--- src/rtl/four_state_pkg.sv ---
// four_state_pkg
//   Shared types and default parameters for four_state_sampler and its
//   per-bit classifier.
//   Contents:
//     DEF_W, DEF_SETTLE_CYC, DEF_TIMEOUT : parameter defaults
//     state_t                            : sampler FSM states
//     bit_class_t                        : per-bit class of a sampled bus bit
//     classify_bit()                     : maps one four-state bit to its class
package four_state_pkg;

    localparam int DEF_W          = 6;
    localparam int DEF_SETTLE_CYC = 2;
    localparam int DEF_TIMEOUT    = 16;

    typedef enum logic [1:0] {
        IDLE,
        SETTLE,
        HOLD
    } state_t;

    typedef enum logic [1:0] {
        BIT_ZERO,
        BIT_ONE,
        BIT_X,
        BIT_Z
    } bit_class_t;

    // b ^ b is 0 for a driven 0/1 and x for an x or z input, so a known bit
    // is detected without an x constant. In a two-state world every bit is
    // known and the x/z branches are unreachable.
    function automatic bit_class_t classify_bit(input logic b);
        bit_class_t c;
        if ((b ^ b) === 1'b0) begin
            c = b ? BIT_ONE : BIT_ZERO;
        end else if (b === 1'bz) begin
            c = BIT_Z;
        end else begin
            c = BIT_X;
        end
        return c;
    endfunction

endpackage

--- src/rtl/four_state_classify.sv ---
// four_state_classify
//   Combinational per-bit classification of a four-state bus into clean
//   two-state data plus x/z masks. Unknown bits are replaced by X_FILL.
//   Ports:
//     bus_i    [W-1:0] in  : four-state bus value
//     data_o   [W-1:0] out : two-state data, x/z bits replaced by X_FILL
//     x_mask_o [W-1:0] out : 1 where bus_i bit is x
//     z_mask_o [W-1:0] out : 1 where bus_i bit is z
module four_state_classify
    import four_state_pkg::*;
#(
    parameter int   W      = DEF_W,
    parameter logic X_FILL = 1'b0
) (
    input  logic [W-1:0] bus_i,
    output logic [W-1:0] data_o,
    output logic [W-1:0] x_mask_o,
    output logic [W-1:0] z_mask_o
);

    always_comb begin
        data_o   = '0;
        x_mask_o = '0;
        z_mask_o = '0;
        for (int i = 0; i < W; i++) begin
            case (classify_bit(bus_i[i]))
                BIT_ONE:  data_o[i] = 1'b1;
                BIT_ZERO: data_o[i] = 1'b0;
                BIT_X: begin
                    data_o[i]   = X_FILL;
                    x_mask_o[i] = 1'b1;
                end
                default: begin
                    data_o[i]   = X_FILL;
                    z_mask_o[i] = 1'b1;
                end
            endcase
        end
    end

endmodule

--- src/rtl/four_state_sampler.sv ---
// four_state_sampler
//   Samples a shared four-state bus on request, waits for it to settle (or
//   times out) and presents a clean two-state result with x/z masks through
//   a valid/ready handshake.
//   Optional feature: define FOUR_STATE_STATS_EN to enable the saturating
//   x_count/z_count capture statistics; otherwise both ports are tied to 0.
//   Ports:
//     clk, rst             : rising-edge clock, async active-high reset
//     bus_in      [W-1:0]  : shared four-state bus
//     sample_req           : start a transaction (accepted in IDLE only)
//     out_ready            : consumer accepts the result
//     out_valid            : result valid (HOLD state)
//     out_data    [W-1:0]  : captured data, x/z replaced by X_FILL
//     x_mask/z_mask[W-1:0] : positions of x / z bits in the capture
//     out_timeout          : capture forced by timeout
//     x_count/z_count[7:0] : captures containing x / z (saturating)
//
//   state  | meaning
//   IDLE   | waiting for sample_req, last result retained
//   SETTLE | tracking bus stability and the timeout
//   HOLD   | result presented, waiting for out_ready
module four_state_sampler
    import four_state_pkg::*;
#(
    parameter int   W          = DEF_W,
    parameter int   SETTLE_CYC = DEF_SETTLE_CYC,
    parameter int   TIMEOUT    = DEF_TIMEOUT,
    parameter logic X_FILL     = 1'b0
) (
    input  logic         clk,
    input  logic         rst,
    input  wire  [W-1:0] bus_in,
    input  logic         sample_req,
    input  logic         out_ready,
    output logic         out_valid,
    output logic [W-1:0] out_data,
    output logic [W-1:0] x_mask,
    output logic [W-1:0] z_mask,
    output logic         out_timeout,
    output logic [7:0]   x_count,
    output logic [7:0]   z_count
);

    state_t         state_q, state_d;
    logic [W-1:0]   prev_q, prev_d;
    logic [3:0]     stab_q, stab_d;
    logic [7:0]     tmo_q, tmo_d;
    logic           first_q, first_d;
    logic [W-1:0]   data_q, data_d;
    logic [W-1:0]   xm_q, xm_d;
    logic [W-1:0]   zm_q, zm_d;
    logic           timeout_q, timeout_d;

    logic [W-1:0]   cls_data, cls_xm, cls_zm;

    four_state_classify #(
        .W      (W),
        .X_FILL (X_FILL)
    ) u_classify (
        .bus_i    (bus_in),
        .data_o   (cls_data),
        .x_mask_o (cls_xm),
        .z_mask_o (cls_zm)
    );

    always_ff @(posedge clk or posedge rst) begin
        if (rst) begin
            state_q   <= IDLE;
            prev_q    <= '0;
            stab_q    <= '0;
            tmo_q     <= '0;
            first_q   <= 1'b0;
            data_q    <= '0;
            xm_q      <= '0;
            zm_q      <= '0;
            timeout_q <= 1'b0;
        end else begin
            state_q   <= state_d;
            prev_q    <= prev_d;
            stab_q    <= stab_d;
            tmo_q     <= tmo_d;
            first_q   <= first_d;
            data_q    <= data_d;
            xm_q      <= xm_d;
            zm_q      <= zm_d;
            timeout_q <= timeout_d;
        end
    end

    // The settle and timeout decisions look at the registered counters, so
    // the capture lands one edge after the count is reached. The first
    // SETTLE cycle only seeds prev and does not advance the timeout.
    always_comb begin
        state_d   = state_q;
        prev_d    = prev_q;
        stab_d    = stab_q;
        tmo_d     = tmo_q;
        first_d   = first_q;
        data_d    = data_q;
        xm_d      = xm_q;
        zm_d      = zm_q;
        timeout_d = timeout_q;
        case (state_q)
            IDLE: begin
                if (sample_req) begin
                    state_d = SETTLE;
                    prev_d  = '0;
                    stab_d  = '0;
                    tmo_d   = '0;
                    first_d = 1'b1;
                end
            end
            SETTLE: begin
                prev_d  = bus_in;
                first_d = 1'b0;
                if (first_q) begin
                    // seed prev only
                end else if (stab_q == 4'(SETTLE_CYC)) begin
                    // settle is checked first so it wins a tie with timeout
                    state_d   = HOLD;
                    data_d    = cls_data;
                    xm_d      = cls_xm;
                    zm_d      = cls_zm;
                    timeout_d = 1'b0;
                end else if (tmo_q == 8'(TIMEOUT - 1)) begin
                    state_d   = HOLD;
                    data_d    = cls_data;
                    xm_d      = cls_xm;
                    zm_d      = cls_zm;
                    timeout_d = 1'b1;
                end else begin
                    stab_d = (bus_in === prev_q) ? stab_q + 4'd1 : 4'd0;
                    tmo_d  = tmo_q + 8'd1;
                end
            end
            HOLD: begin
                if (out_ready) begin
                    state_d = IDLE;
                end
            end
            default: state_d = IDLE;
        endcase
    end

    assign out_valid   = (state_q == HOLD);
    assign out_data    = data_q;
    assign x_mask      = xm_q;
    assign z_mask      = zm_q;
    assign out_timeout = timeout_q;

`ifdef FOUR_STATE_STATS_EN
    logic       capture_w;
    logic [7:0] x_cnt_q, z_cnt_q;

    assign capture_w = (state_q == SETTLE) && (state_d == HOLD);

    always_ff @(posedge clk or posedge rst) begin
        if (rst) begin
            x_cnt_q <= '0;
            z_cnt_q <= '0;
        end else if (capture_w) begin
            if ((|cls_xm) && (x_cnt_q != 8'hFF)) x_cnt_q <= x_cnt_q + 8'd1;
            if ((|cls_zm) && (z_cnt_q != 8'hFF)) z_cnt_q <= z_cnt_q + 8'd1;
        end
    end

    assign x_count = x_cnt_q;
    assign z_count = z_cnt_q;
`else
    assign x_count = '0;
    assign z_count = '0;
`endif

endmodule

--- config.mk ---
export PLATFORM = sky130hd
export DESIGN_NAME = four_state_sampler
export DESIGN_NICKNAME = d
export VERILOG_FILES = /design/src/rtl/four_state_pkg.sv /design/src/rtl/four_state_classify.sv /design/src/rtl/four_state_sampler.sv
export SDC_FILE = /design/constraint.sdc
export NUM_CORES = 1
export LEC_CHECK = 0
export ABC_AREA = 1
export CORE_MARGIN = 2
export CORE_UTILIZATION = 44
export CTS_CLUSTER_DIAMETER = 100
export DETAILED_ROUTE_END_ITERATION = 8
export PLACE_DENSITY = 0.77
export SYNTH_ARGS = -nofsm -noshare
export SYNTH_HDL_FRONTEND = slang
export SYNTH_SLANG_ARGS = --single-unit
--- constraint.sdc ---
create_clock -name clk -period 1.4 [get_ports clk]
set_input_delay 0.21 -clock clk [delete_from_list [all_inputs] [get_ports clk]]
set_output_delay 0.21 -clock clk [all_outputs]
set_load 0.02 [all_outputs]
==> impl_metrics.ini <==
[job]
max_cap_violations = 0

[global_route]
grt_pass1_vias = 1312
grt_pass1_wl_um = 5740
grt_use_total_pct = 16.9
antenna_found_initial = 0
grt_max_degree = 29
grt-ovfl-total = 0

[die]
core_um2 = 3720
initial_utilization_pct = 46.5
die_y_um = 66.7
dieArea_um2 = 4440
io_pins = 46
fp.dieW_um = 66.7
rows = 22

[placed_design]
place_congestion = 0.799
port-buffer-count = 17
placed_cells = 291
dpl.hpwl_um = 2530

[detailed_routing]
routed-via-count = 1389
drtIter0Drc = 85
wl_per_cell_um = 11.7
wirelength_um = 3460
viasPerCell = 4.71
ant_nets = 0
firstDrtPassIters = 5
drcViolationCount = 0

[sta]
rsz0062_at_grt = yes
fmax_ghz = 0.730
min_period_over_period_pct = 97.8
setup_viol = 0
min_period_ns = 1.37
clock_skew_ns = 0.00508
hold_violations = 0
setup_tns_ns = 0
drv_slew = 0

[layout]
num_antenna_cells = 0
finalNonFillerCells = 295
final_common_cell = nand2_1
fin_util_pct = 55.6
drive_gt1_share_pct = 19.8
area_growth_pct = 19.5
nNetsFinal = 262
most-common-layout-cells = nand2_1 (46), conb_1 (28), dfrtp_1 (28)

[yosys]
synth.distinct_cells = 28
synthCells = 212
synth_seq_cells = 28
seq_area_frac_synth_pct = 40.6
synth_area_leader_cell = dfrtp_1
synth_area_per_cell_um2 = 8.15
netlist_area_um2 = 1730
synth_top_area_share_pct = 40.6
ys_top_cells_by_area = dfrtp_1 (41%), buf_4 (12%), nand2_1 (11%)
yosysWarnings = 0

[pwr]
p_total_mw = 3.88
vdd_ir_drop_max_mv = 0.651
power_density_nw_per_um2 = 1880
p_leak_nw = 1.06

[clock_network]
tritoncts = built
htreeDepth = 1
clockBufferDepth = 2
post_cts_buffers = 0
cts-root-buf = clkbuf_8
hold_buffers = 0
path_clk_slew_ns = 0.09
cts-buffers-inserted = 3
worstSkewPairLatency_ns = 0.27
cts_sinks = 28

[setup_path]
crit_chain = ha_2, nand2_2, nor2_4, nand3_4, nand3_4, nand2_4, nand2_1, nand2_1, inv_1
arrival_ns = 1.54
cp_max_fo = 13
crit_type = reg -> reg
end_kind = flip-flop
reg2reg_to = stab_q[1]
regToRegSetupSlack_ns = 0.03
crit_required_ns = 1.57
critical_path.startpoint_type = flip-flop
slowest_delay_ns = 0.39
r2r_start = tmo_q[0]
slowest_stage = dfrtp_1
rr_worst_depth = 9

[status]
status = finished, final reports clean

[worst_hold_path]
hold_path.class = in -> async
## per-stage QoR
stage / instance area [µm²] / worst slack, ns / hold slack (ns)
global placement: 1960 / -0.0552 / 0.462
CTS: 2010 / -0.00273 / 0.317
detailed placement: 1960 / -0.126 / 0.464
finish: 2060 / 0.0308 / 0.304
floorplan: 1830 / 0.0148 / 0.275
global route: 2060 / -0.0591 / 0.342
## routing by layer
metal | up-vias | GRT usage (%) | wire, µm
met5 | - | 0 | 0
met4 | 0 | 6.38 | 55
met3 | 6 | 2.03 | 153
met1 | 652 | 22.4 | 1570
li1 | 685 | - | -
met2 | 46 | 28.2 | 1680
## worst max path at each step
stage | from | endpoint | cells past startpoint | slack (ns)
6_report | tmo_q[0] | stab_q[1] | 9 | 0.03
5_1_grt | tmo_q[1] | tmo_q[6] | 8 | -0.06
4_1_cts | tmo_q[0] | stab_q[1] | 9 | -0.003
3_5_place_dp | bus_in[2] | stab_q[3] | 9 | -0.13
3_3_place_gp | bus_in[2] | stab_q[2] | 9 | -0.06
2_1_floorplan | tmo_q[0] | out_data[0] | 9 | 0.01
## sequential cells by signal, summed over array words and instances (netlist names)
signal       flops
out_timeout      1
state_q          2
stab_q           4
tmo_q            8
prev_q           6
out_data         6
first_q          1
## critical path: cells and delay by family, from the launching register on
kind | cells | cell delay, ns
simple gates | 7 | 0.65
flops | 1 | 0.39
buf+inv | 1 | 0.03
fa+ha+maj | 1 | 0.20
## logic make-up (layout without fill, tap and decap cells)
logic type | count (synthesis) | count (layout) | synth area share (%)
buffers and inverters | 57 | 64 | 19.8
multiplexers | 1 | 1 | 1.30
AND/OR/NAND/NOR | 94 | 95 | 24.9
flip-flops | 28 | 28 | 40.6
AO/OA/AOI/OAI | 25 | 25 | 9.49
adder cells (fa/ha/maj) | 3 | 3 | 2.17
XOR/XNOR | 3 | 3 | 1.52
other | 1 | 28 | 0.217
## area by class of cell
type,count,area (µm²)
multi-input cells,155,857
flip-flops and latches,28,701
clock buffers,3,41.3
inverters,24,90.1
well taps,48,60.1
fillers,340,1650
repair buffers,37,315
## Yosys cell counts
library cell,n
nand3_2,2
buf_4,28
nand2_4,1
a21boi_0,1
conb_1,1
buf_2,1
nand4_1,2
nor3b_1,1
buf_6,3
nor2_1,18
nand3b_1,2
nand3_1,14
dfrtp_1,28
o31ai_1,1
mux2i_4,1
nand2_1,49
inv_1,24
clkbuf_1,1
a21oi_1,4
nand2_2,3
ha_1,3
o22ai_1,6
nand3_4,1
o21ai_1,2
o21ai_2,7
nor2_2,1
xor2_1,3
o21ai_0,4
## power breakdown
group	internal (mW)	switching [mW]
Clock	0.193	0.241
Sequential	1.11	0.188
Combinational	0.837	1.32
Total	2.14	1.75
## what timing repair did
item / CTS / global route
gates cloned: 1 / 0
pin swaps: 0 / 1
endpoints found under the setup margin: 16 / 21
resized for setup: 11 / 15
No activity file was read; power rests on OpenSTA's default activity.
